File: src/rtl/clz_pipelined_counter.sv
// clz_pipelined_counter: two-stage leading/trailing zero counter with valid/ready flow control
module clz_pipelined_counter #(
   parameter int DATA_WIDTH = 32,
   localparam int CW = $clog2(DATA_WIDTH) + 1
) (
   input  logic                  clk_i,
   input  logic                  rst_n_i,
   input  logic [DATA_WIDTH-1:0] data_i,
   input  logic                  mode_i,
   input  logic                  valid_i,
   output logic                  ready_o,
   output logic [CW-1:0]         count_o,
   output logic                  all_zero_o,
   output logic                  valid_o,
   input  logic                  ready_i
);
   localparam int NIBBLES = DATA_WIDTH / 4;
   logic [DATA_WIDTH-1:0]  norm;
   logic [NIBBLES-1:0]     zf_d, s1_zf;
   logic [2*NIBBLES-1:0]   lc_d, s1_lc;
   logic                   s1_valid, s1_adv, s2_load, accept;
   logic [CW-1:0]          cnt_d;
   logic                   az_d;
   assign s2_load = !valid_o | ready_i;
   assign s1_adv  = s1_valid & s2_load;
   assign ready_o = !s1_valid | s1_adv;
   assign accept  = valid_i & ready_o;
   // bit-reverse in trailing mode so both modes become a leading-zero count
   always_comb begin
      norm = data_i;
      for (int b = 0; b < DATA_WIDTH; b++)
         norm[b] = mode_i ? data_i[DATA_WIDTH-1-b] : data_i[b];
   end
   for (genvar i = 0; i < NIBBLES; i++) begin : g_nib
      logic [3:0] nib;
      assign nib             = norm[DATA_WIDTH-1-4*i -: 4];
      assign zf_d[i]         = nib == 4'b0;
      assign lc_d[2*i +: 2]  = nib[3] ? 2'd0 : nib[2] ? 2'd1 : nib[1] ? 2'd2 : 2'd3;
   end
   // stage 1: per-nibble zero flags and local counts, captured on accept
   always_ff @(posedge clk_i or negedge rst_n_i) begin
      if (!rst_n_i) begin
         s1_valid <= 1'b0;
         s1_zf    <= '0;
         s1_lc    <= '0;
      end else begin
         if (ready_o) s1_valid <= valid_i;
         if (accept) begin
            s1_zf <= zf_d;
            s1_lc <= lc_d;
         end
      end
   end
   // priority encoder: the lowest index (closest to MSB) non-zero nibble wins
   always_comb begin
      cnt_d = CW'(DATA_WIDTH);
      az_d  = 1'b1;
      for (int i = NIBBLES - 1; i >= 0; i--)
         if (!s1_zf[i]) begin
            cnt_d = CW'(4 * i) + CW'(s1_lc[2*i +: 2]);
            az_d  = 1'b0;
         end
   end
   // stage 2: result register, held while downstream stalls
   always_ff @(posedge clk_i or negedge rst_n_i) begin
      if (!rst_n_i) begin
         valid_o    <= 1'b0;
         count_o    <= '0;
         all_zero_o <= 1'b0;
      end else begin
         if (s2_load) valid_o <= s1_valid;
         if (s1_adv) begin
            count_o    <= cnt_d;
            all_zero_o <= az_d;
         end
      end
   end
endmodule

File: config.mk
export PLATFORM = sky130hd
export DESIGN_NAME = clz_pipelined_counter
export DESIGN_NICKNAME = d
export VERILOG_FILES = /design/src/rtl/clz_pipelined_counter.sv
export SDC_FILE = /design/constraint.sdc
export NUM_CORES = 1
export LEC_CHECK = 0
export CAP_MARGIN = 20
export CORE_ASPECT_RATIO = 0.8
export CORE_MARGIN = 1.5
export CORE_UTILIZATION = 45
export CTS_CLUSTER_DIAMETER = 60
export DETAILED_ROUTE_END_ITERATION = 6
export PLACE_DENSITY = 0.82
export SLEW_MARGIN = 20
export SYNTH_ARGS = -nofsm -noshare
export SYNTH_HDL_FRONTEND = slang
export SYNTH_SLANG_ARGS = --single-unit
File: constraint.sdc
create_clock -name clk_i -period 1 [get_ports clk_i]
set_input_delay 0.15 -clock clk_i [delete_from_list [all_inputs] [get_ports clk_i]]
set_output_delay 0.15 -clock clk_i [all_outputs]
set_load 0.05 [all_outputs]
# Word level (Yosys, flattened, before mapping)
# Index checks and enable logic that the tools add are counted.
# classes
n_addsub	7
mux	72
bitwise_logic	4
n_reduce_logical	10
# op_table
op	n
$mux 1	48
$mux 6	8
$logic_not 4->1	8
$mux 2	16
$add 5x2->6 const A	4
$add 4x2->5 const A	2
$add 3x2->4 const A	1
$and 1x1->1	2
$logic_not 1->1	2
$or 1x1->1	2
# totals
reg_bits	33
in_bits	37
elab_cells	99

# Logic depth before layout (Yosys ltp)
# Gate-level depths: netlist of run 1.
# depth
ltp_word	9
ltp_mapped	5
mapped_depth_nobuf	4

# Least setup slack after synthesis of run 1
# No wires, ideal clock.
# synth_path
path_kind	register -> register
from	register valid_o
to	register s1_zf[3]
n_path_buf	1
stages_incl_launch_ff	6
t_required_ps	873
t_arrival_ps	1509
setup_slack_ps	-636
path_cell_list	dfrtp_1 > nand3b_4 > and2_4 > buf_6 > o21ai_2 > o22ai_2
# synth_via
elab_chain_len	5
# synth_lines
item	line	rtl
start: declaration	14	output logic valid_o,
start signal: assignment	71	if (s2_load) valid_o <= s1_valid;
$logic_not 1->1	24	assign s2_load = !valid_o | ready_i;
$or 1x1->1	24	
$and 1x1->1	25	assign s1_adv = s1_valid & s2_load;
$or 1x1->1	26	assign ready_o = !s1_valid | s1_adv;
net ready_o	11	output logic ready_o,
$and 1x1->1	27	assign accept = valid_i & ready_o;
end signal: assignment	49	s1_zf <= zf_d;
end: declaration	19	logic [NIBBLES-1:0] zf_d, s1_zf;
# The timed path passes the listed nets, and every way through them passes these cells.
# A chain may end at the register's enable or synchronous reset.

# Final worst setup path of run 1
# layout_path
from	register s1_zf[2]
to	register count_o[1]
# layout_via
elab_chain_len	3
# layout_lines
item	line	rtl
$mux 6 (3 in a row)	59	if (!s1_zf[i]) begin
end signal: assignment	73	count_o <= cnt_d;
end: declaration	12	output logic [CW-1:0] count_o,
# No other way between the ends.

==> results of run 1 <==
[Yosys cell counts, types with 2 or more instances]
cell / number
nor3_1: 18
o221ai_1: 2
buf_2: 5
a211oi_1: 12
nand2b_1: 5
dfrtp_1: 32
nand4_1: 2
nand3b_1: 4
a31oi_1: 4
nor3b_1: 5
o22ai_2: 2
nand2_1: 30
o211ai_1: 4
inv_1: 22
o21ai_0: 12
nor2_1: 17
a21oi_1: 27
o21ai_2: 7
o21ai_1: 3
buf_4: 7
o31ai_1: 4
[sequential cells by signal (all words and copies together) (netlist names)]
register and flops:
count_o 6, s1_lc 16, s1_valid 1, s1_zf 8, valid_o 1
[where the power goes]
group          internal, uW  switching [uW]
clock network           613             481
registers              1420             120
logic                   640             591
total                  2680            1190
[routing by layer]
| metal | vias up | global-route usage | routed length [um] |
|---|---|---|---|
| met5 | - | 0 | 0 |
| met4 | 0 | 0.114 | 100 |
| met3 | 11 | 0.0607 | 364 |
| met2 | 72 | 0.390 | 2700 |
| met1 | 926 | 0.289 | 2460 |
| li1 | 990 | - | - |
[through the flow]
step	util	hold slack, ns	setup WS, ns	power (uW)	instance area (um2)
6_report	0.759	0.223	-0.208	3870	3150
5_1_grt	0.759	0.239	-0.252	4030	3150
4_1_cts	0.729	0.239	-0.198	3710	3030
3_5_place_dp	0.657	0.479	-0.493	2530	2730
3_3_place_gp	0.657	0.474	-0.425	2510	2730
2_1_floorplan	-	-0.146	-0.385	2010	1970
[cells by family after synthesis]
family	synth area share
DFF	0.414
buffers and inverters	0.0911
muxes	0.00517
and+or+nand+nor	0.233
AOI/OAI and AO/OA	0.257
[repair_timing]
action,CTS,global route
setup buffers,8,5
hold endpoints to repair,0,0
gates resized for setup,25,25
pin swaps,9,9
cloned,2,0
setup endpoints to repair,39,40
[layout make-up]
type	count	area share
Timing Repair Buffer	91	0.311
Clock buffer	7	0.0306
Inverter	22	0.0262
Tap cell	57	0.0226
Sequential cell	32	0.257
Multi-Input combinational cell	168	0.352
[cell usage in the layout, fill, tap and decap left out, drive strengths merged]
cell type	n
o211ai	4
nor3b	5
o31ai	4
inv	22
and2	2
dfrtp	32
or2b	1
dlygate4sd2	1
nor3	18
mux2i	1
a21boi	1
bufbuf	1
nand3b	5
clkbuf	7
a211oi	12
a31oi	4
nand3	1
o22ai	2
nand4	2
nand2b	6
nand2	32
buf	54
clkdlybuf4s50	35
nor2	17
a21oi	27
o21ai	22
o221ai	2
[how the worst max path moves through the flow]
| stage | from | endpoint | slack, ns |
|---|---|---|---|
| 3_3_place_gp | mode_i | s1_lc[4]$_DFFE_PN0P_ | -0.43 |
| 3_5_place_dp | mode_i | s1_zf[6]$_DFFE_PN0P_ | -0.49 |
| 6_report | s1_zf[2]$_DFFE_PN0P_ | count_o[1]$_DFFE_PN0P_ | -0.21 |
| 5_1_grt | s1_zf[4]$_DFFE_PN0P_ | count_o[0]$_DFFE_PN0P_ | -0.25 |
| 2_1_floorplan | valid_o$_DFFE_PN0P_ | s1_zf[3]$_DFFE_PN0P_ | -0.38 |
| 4_1_cts | valid_o$_DFFE_PN0P_ | ready_o | -0.20 |
==> summary.md, run 1 <==
| Metric | Value |
|---|---|
| Status | `finished with violations` |
| Failing checks | `setup timing` |
| N_diodes | `0` |
| Stages on the worst setup path | `4` |
| Core area | `4150 um2` |
| CTS tree | `yes` |
| Critical Path Sink Type | `register` |
| Ports | `46` |
| Register Area | `808 um2` |
| Placed cell count | `355` |
| CP startpoint kind | `register` |
| Fin crit share | `1.21` |
| GRT overflow | `0` |
| Synth-to-Final Area Change | `62.7%` |
| FF-to-FF End | `count_o[1]$_DFFE_PN0P_` |
| Fmax | `a little over 800 MHz` |
| Layout fillers | `295` |
| Crit Path Max Fanout | `7` |
| Layout Nets | `357` |
| DR DRC count | `0` |
| I/O Buffers | `45` |
| Clock Path Buffers | `2` |
| GPL Wtd Cong | `0.805` |
| VDD IR max | `0.000717 V` |
| Slew HR | `0.722` |
| Max Slew Vio Count | `0` |
| Worst reg-to-reg setup slack | `-0.21 ns` |
| Yosys top cell area share | `0.414` |
| Clk_lat worst skew | `0.29 ns` |
| Leakage | `0.00134 uW` |
| First-pass GRT wire length | `roughly 8300 um` |
| Vias in the first global route | `approximately 1800` |
| Via count | `~2000` |
| Crit Path Class | `reg2reg` |
| Distinct cell type count after synthesis | `33` |
| Skew final | `0.00888 ns` |
| CP delay by family, top | `flip-flops` |
| Minimum clock period | `1.21 ns` |
| CP max stage cell | `dfrtp_2` |
| Number of placement rows | `21` |
| Root buf cell | `clkbuf_8` |
| Worst-margin pin slew | `a little over 0.4 ns` |
| Cts hold-fix bufs | `0` |
| Final cell count without fillers | `377` |
| Worst Reg2Reg Path Length in Cells | `4` |
| Largest net degree at the start of global routing | `33` |
| Syn_area_per_cell | `slightly above 8 um2` |
| Avg WL per Cell | `around 15 um` |
| Clk sink count | `32` |
| Worst hold path class | `in2async` |
| Slowest cell delay on critical path | `about 0.45 ns` |
| DR vias/cell | `5.30` |
| Number of CTS-inserted buffers | `5` |
| Initial antenna violation count | `0` |
| Syn Inst Count | `around 240` |
| Setup ws final | `-0.208 ns` |
| Clock H-tree levels | `2` |
| Width of the die | `76.3 um` |
| Total track usage | `0.233` |
| Final number of setup-violating endpoints | `37` |
| RSZ-0062 raised after global routing | `true` |
| Max Cap Violations | `0` |
| Area occupied by multi-input gates | `~1100 um2` |
| Die height | `61.7 um` |
| Setup TNS | `-4.78 ns` |
| Post-DRT Antenna Nets | `0` |
| FFs w/ async S/R, synth | `1.00` |
| Hold Vio Cnt, Final | `0` |
| Worst R2R Start | `s1_zf[2]$_DFFE_PN0P_` |
| Crit path buf inv count | `0` |
| Area of the die | `4710 um2` |
| CP Data Arrival Time | `1.37 ns` |
| Syn Nets | `273` |
| Number of flops mapped to enable cells by yosys | `0` |
| DR iter-0 viols | `142` |
| Yosys warning count | `0` |
| Starting density of the core | `0.466` |
| P per Cell Area | `roughly 1200 nW/um2` |
| Clk pin slew, worst setup/hold paths | `about 0.07 ns` |
| Top FF cell, synth | `dfrtp_1` |
| Post-synthesis sequential area ratio | `0.414` |
| Critical Path RT | `1.16 ns` |
| Layout cells sized above 1 | `0.344` |
| Critical path, cell by cell | `nand2_1 -> nor3_1 -> a211oi_1 -> o211ai_1` |
| First-pass iteration count of the detailed router | `4` |
| Post-synthesis register bit count | `32` |
| Synth area leaders | `dfrtp_1, a21oi_1, nand2_1` |
| Cell taking the most area after synthesis | `dfrtp_1` |
| Wirelength, routed | `5620 um` |
| HPWL after DPL | `3460 um` |
| Mapped Area | `1940 um2` |
Note: power is estimated with default switching activity, not from simulation.
==> run 2: changes to the inputs <==
--- a/config.mk
+++ b/config.mk
@@ -5,7 +5,6 @@
 export SDC_FILE = /design/constraint.sdc
 export NUM_CORES = 1
 export LEC_CHECK = 0
-export CAP_MARGIN = 20
 export CORE_ASPECT_RATIO = 0.8
 export CORE_MARGIN = 1.5
 export CORE_UTILIZATION = 45
==> results of run 2 <==
Same layout as run 1: the final DEF is identical, and so are final timing and power.
==> patch, RTL diff (flow settings as in run 1) <==
Register the output `count_o` once more; this adds one clock of latency there. The other outputs are not delayed to match.
--- a/src/rtl/clz_pipelined_counter.sv
+++ b/src/rtl/clz_pipelined_counter.sv
@@ -15,6 +15,8 @@
    input  logic                  ready_i
 );
    localparam int NIBBLES = DATA_WIDTH / 4;
+
+   logic [CW-1:0] count_s0;
    logic [DATA_WIDTH-1:0]  norm;
    logic [NIBBLES-1:0]     zf_d, s1_zf;
    logic [2*NIBBLES-1:0]   lc_d, s1_lc;
@@ -65,15 +67,19 @@
    always_ff @(posedge clk_i or negedge rst_n_i) begin
       if (!rst_n_i) begin
          valid_o    <= 1'b0;
-         count_o    <= '0;
+         count_s0   <= '0;
          all_zero_o <= 1'b0;
       end else begin
          if (s2_load) valid_o <= s1_valid;
          if (s1_adv) begin
-            count_o    <= cnt_d;
+            count_s0   <= cnt_d;
             all_zero_o <= az_d;
          end
       end
    end
+   always_ff @(posedge clk_i) begin
+      count_o <= count_s0;
+   end
+
 endmodule
 
Function: changed (Yosys sat finds a counterexample within 4 cycles, from zero or initial values and one cycle with rst_n_i low).
==> patch against run 1 <==
The flow still finishes with violations (negative setup slack); global-route usage is 0.44 points higher; hold slack worse by 4.6 ps; final area is 1.0% higher; power is 3.6% higher; worst setup slack worse by 63 ps; wire length is 1.2% lower; combinational power is 9% lower; synthesized area is 5.7% higher; largest power group unchanged; first-iteration DRC count is 27% lower; sequential cell count is 6 higher.
==> patch: results (changes against run 1) <==
- The flow ran to the end, but the final reports show violations.
- Failing checks: negative setup slack
- Most frequent cells after synthesis: 32 x dfrtp_1, 31 x nand2_1, 28 x a21oi_1
- The detail-routed net length per standard cell was 15.0 um (+0.39%).
- Share of async-settable or async-resettable flops after synthesis: 84.2% (-16 points)
- Global-route wire length before repair: 9060 um (+9.4%)
- Slew at the pin with the worst max-slew slack: 507 ps (+91.3 ps)
- Leakage power total: 0.00134 uW (-0.36%)
- Post CTS Setup Buffer Count: 8 (unchanged)
* Total half-perimeter wirelength after legalization and detailed placement: 3530 um (+2.1%)
* Vias in the first global route: 1894 (+3.9%)
* Max Clock Skew: 10.3 ps (+1.46 ps)
* Net count after synthesis: 279 (+2.2%)
* Fraction of the yosys area taken by sequential cells: 45.0% (+3.6 points)
- The count of buffers from port buffering came to 45 (unchanged).
* # resized after CTS: 39 (+56%)
- Post-route design area: 3180 um2 (+1.0%)
* Final RePlAce weighted congestion: 0.811 (+0.73%)
* Synth warn: 0 (unchanged)
- Total Neg Setup Slack: -4540 ps (+245 ps)
* Detailed Route Iter0 Violations: 104 (-27%)
* # H-tree levels: 2 (unchanged)
* Synth Register Bits: 38 (+19%)
* Share of the final layout cell area in sequential cells: 29.1% (+3.5 points)
- The fraction of layout instances using a drive strength above 1 was 30.3% (-4.1 points).
* Cell types occupying the most area after synthesis: dfrtp_1 39%, a21oi_1 6.9%, dfxtp_1 5.9%
- Non-clock buffer total of the final layout: 75 (-18%)
* Distinct cell type count of the synthesized netlist: 37 (+12%)
* Crit path setup slack, layout: -271 ps (-63.0 ps)
- The cell area reported after detailed placement was 2750 um2 (+0.73%).
* Number of antenna repair diodes: 0 (unchanged)
- Final Net Count: 350 (-2.0%)
- The total setup violations reported at the end of the flow was 33 (-11%).
- Inverters, non-clock: 22 (unchanged)
* CTS Buf Count: 5 (unchanged)
- The area of the multi-input gates is 1180 um2 (+6.2%).
* FILL cells: 276 (-6.4%)
* CTS clock-pin slew for the worst setup and hold paths: ~80 ps
* Worst vdd ir: 0.000782 V (+9.0%)
- Total routing resource utilization after global routing: 23.7% (+0.44 points)
* Clock Latency Late Sink: 300 ps
* Clock network contribution to total cell area: 2.87% (-0.19 points)
* #MultiIn Comb: 171 (+1.8%)
* Final critical-path share of the clock period: 127% (+6.3 points)
* Arrival @ worst endpoint: 1440 ps (+70 ps)
- Buffering overhead: 26.1% (-5.0 points)
* Vias per cell: 5.46 (+3.0%)
* Critical path peak fanout: 8 (+1)
patch: cell types whose count changed in the layout (fill, tap and decap cells not counted), moves of 3 or more:
cell      delta
dfxtp_1      +5
a211oi_2     +3
o21ai_1      -4
o31ai_1      -3
buf_4       -13
o31ai_4      +4
nand2_2      -7
o21ai_0      +6
nand2_1      +7
nand2_4      +3
patch: worst max-delay path, cell delays in order, from the launching register on:
cell      delay, ps
dfrtp_2         470
nand3b_1        130
a31oi_2         130
a211oi_2        280
o211ai_1        120
patch: through the flow:
step	setup slack [ps]	std cells
2_1_floorplan	-327	242
3_3_place_gp	-399	352
3_5_place_dp	-488	352
4_1_cts	-218	371
5_1_grt	-319	371
6_report	-271	371
patch: path summary, 6_finish.rpt:
kind	start	endpoint	slack, ps	cells after the start
hold reg to reg	count_s0[2]	count_o[2]	370	0
min in group clk_i	count_s0[2]	count_o[2]	370	0
hold / removal	rst_n_i	s1_lc[12]	220	2
max in group asynchronous	rst_n_i	s1_zf[5]	600	2
setup / recovery	s1_zf[3]	count_s0[1]	-270	4
setup reg to reg	s1_zf[3]	count_s0[1]	-270	4
patch: where the power goes:
part / switching (uW) / total, uW / internal, uW
logic: 580 / 1120 / 541
clock network: 528 / 1080 / 556
registers: 122 / 1810 / 1680
patch: layer usage:
metal  share of wire, %  GRT usage, %  vias to the layer above
li1                   -             -                      997
met1                 43          31.8                      950
met2                 50          38.2                       73
met3                5.4          5.80                        7
met4                1.1          6.92                        0
met5                  0             0                        -
patch: kinds of logic after synthesis:
| kind of cell | Yosys count | synth area share, % |
|---|---|---|
| compound gates | 79 | 23.5 |
| mux | 1 | 0.489 |
| buf+inv | 35 | 9.36 |
| flops | 38 | 45.0 |
| simple gates | 89 | 21.7 |
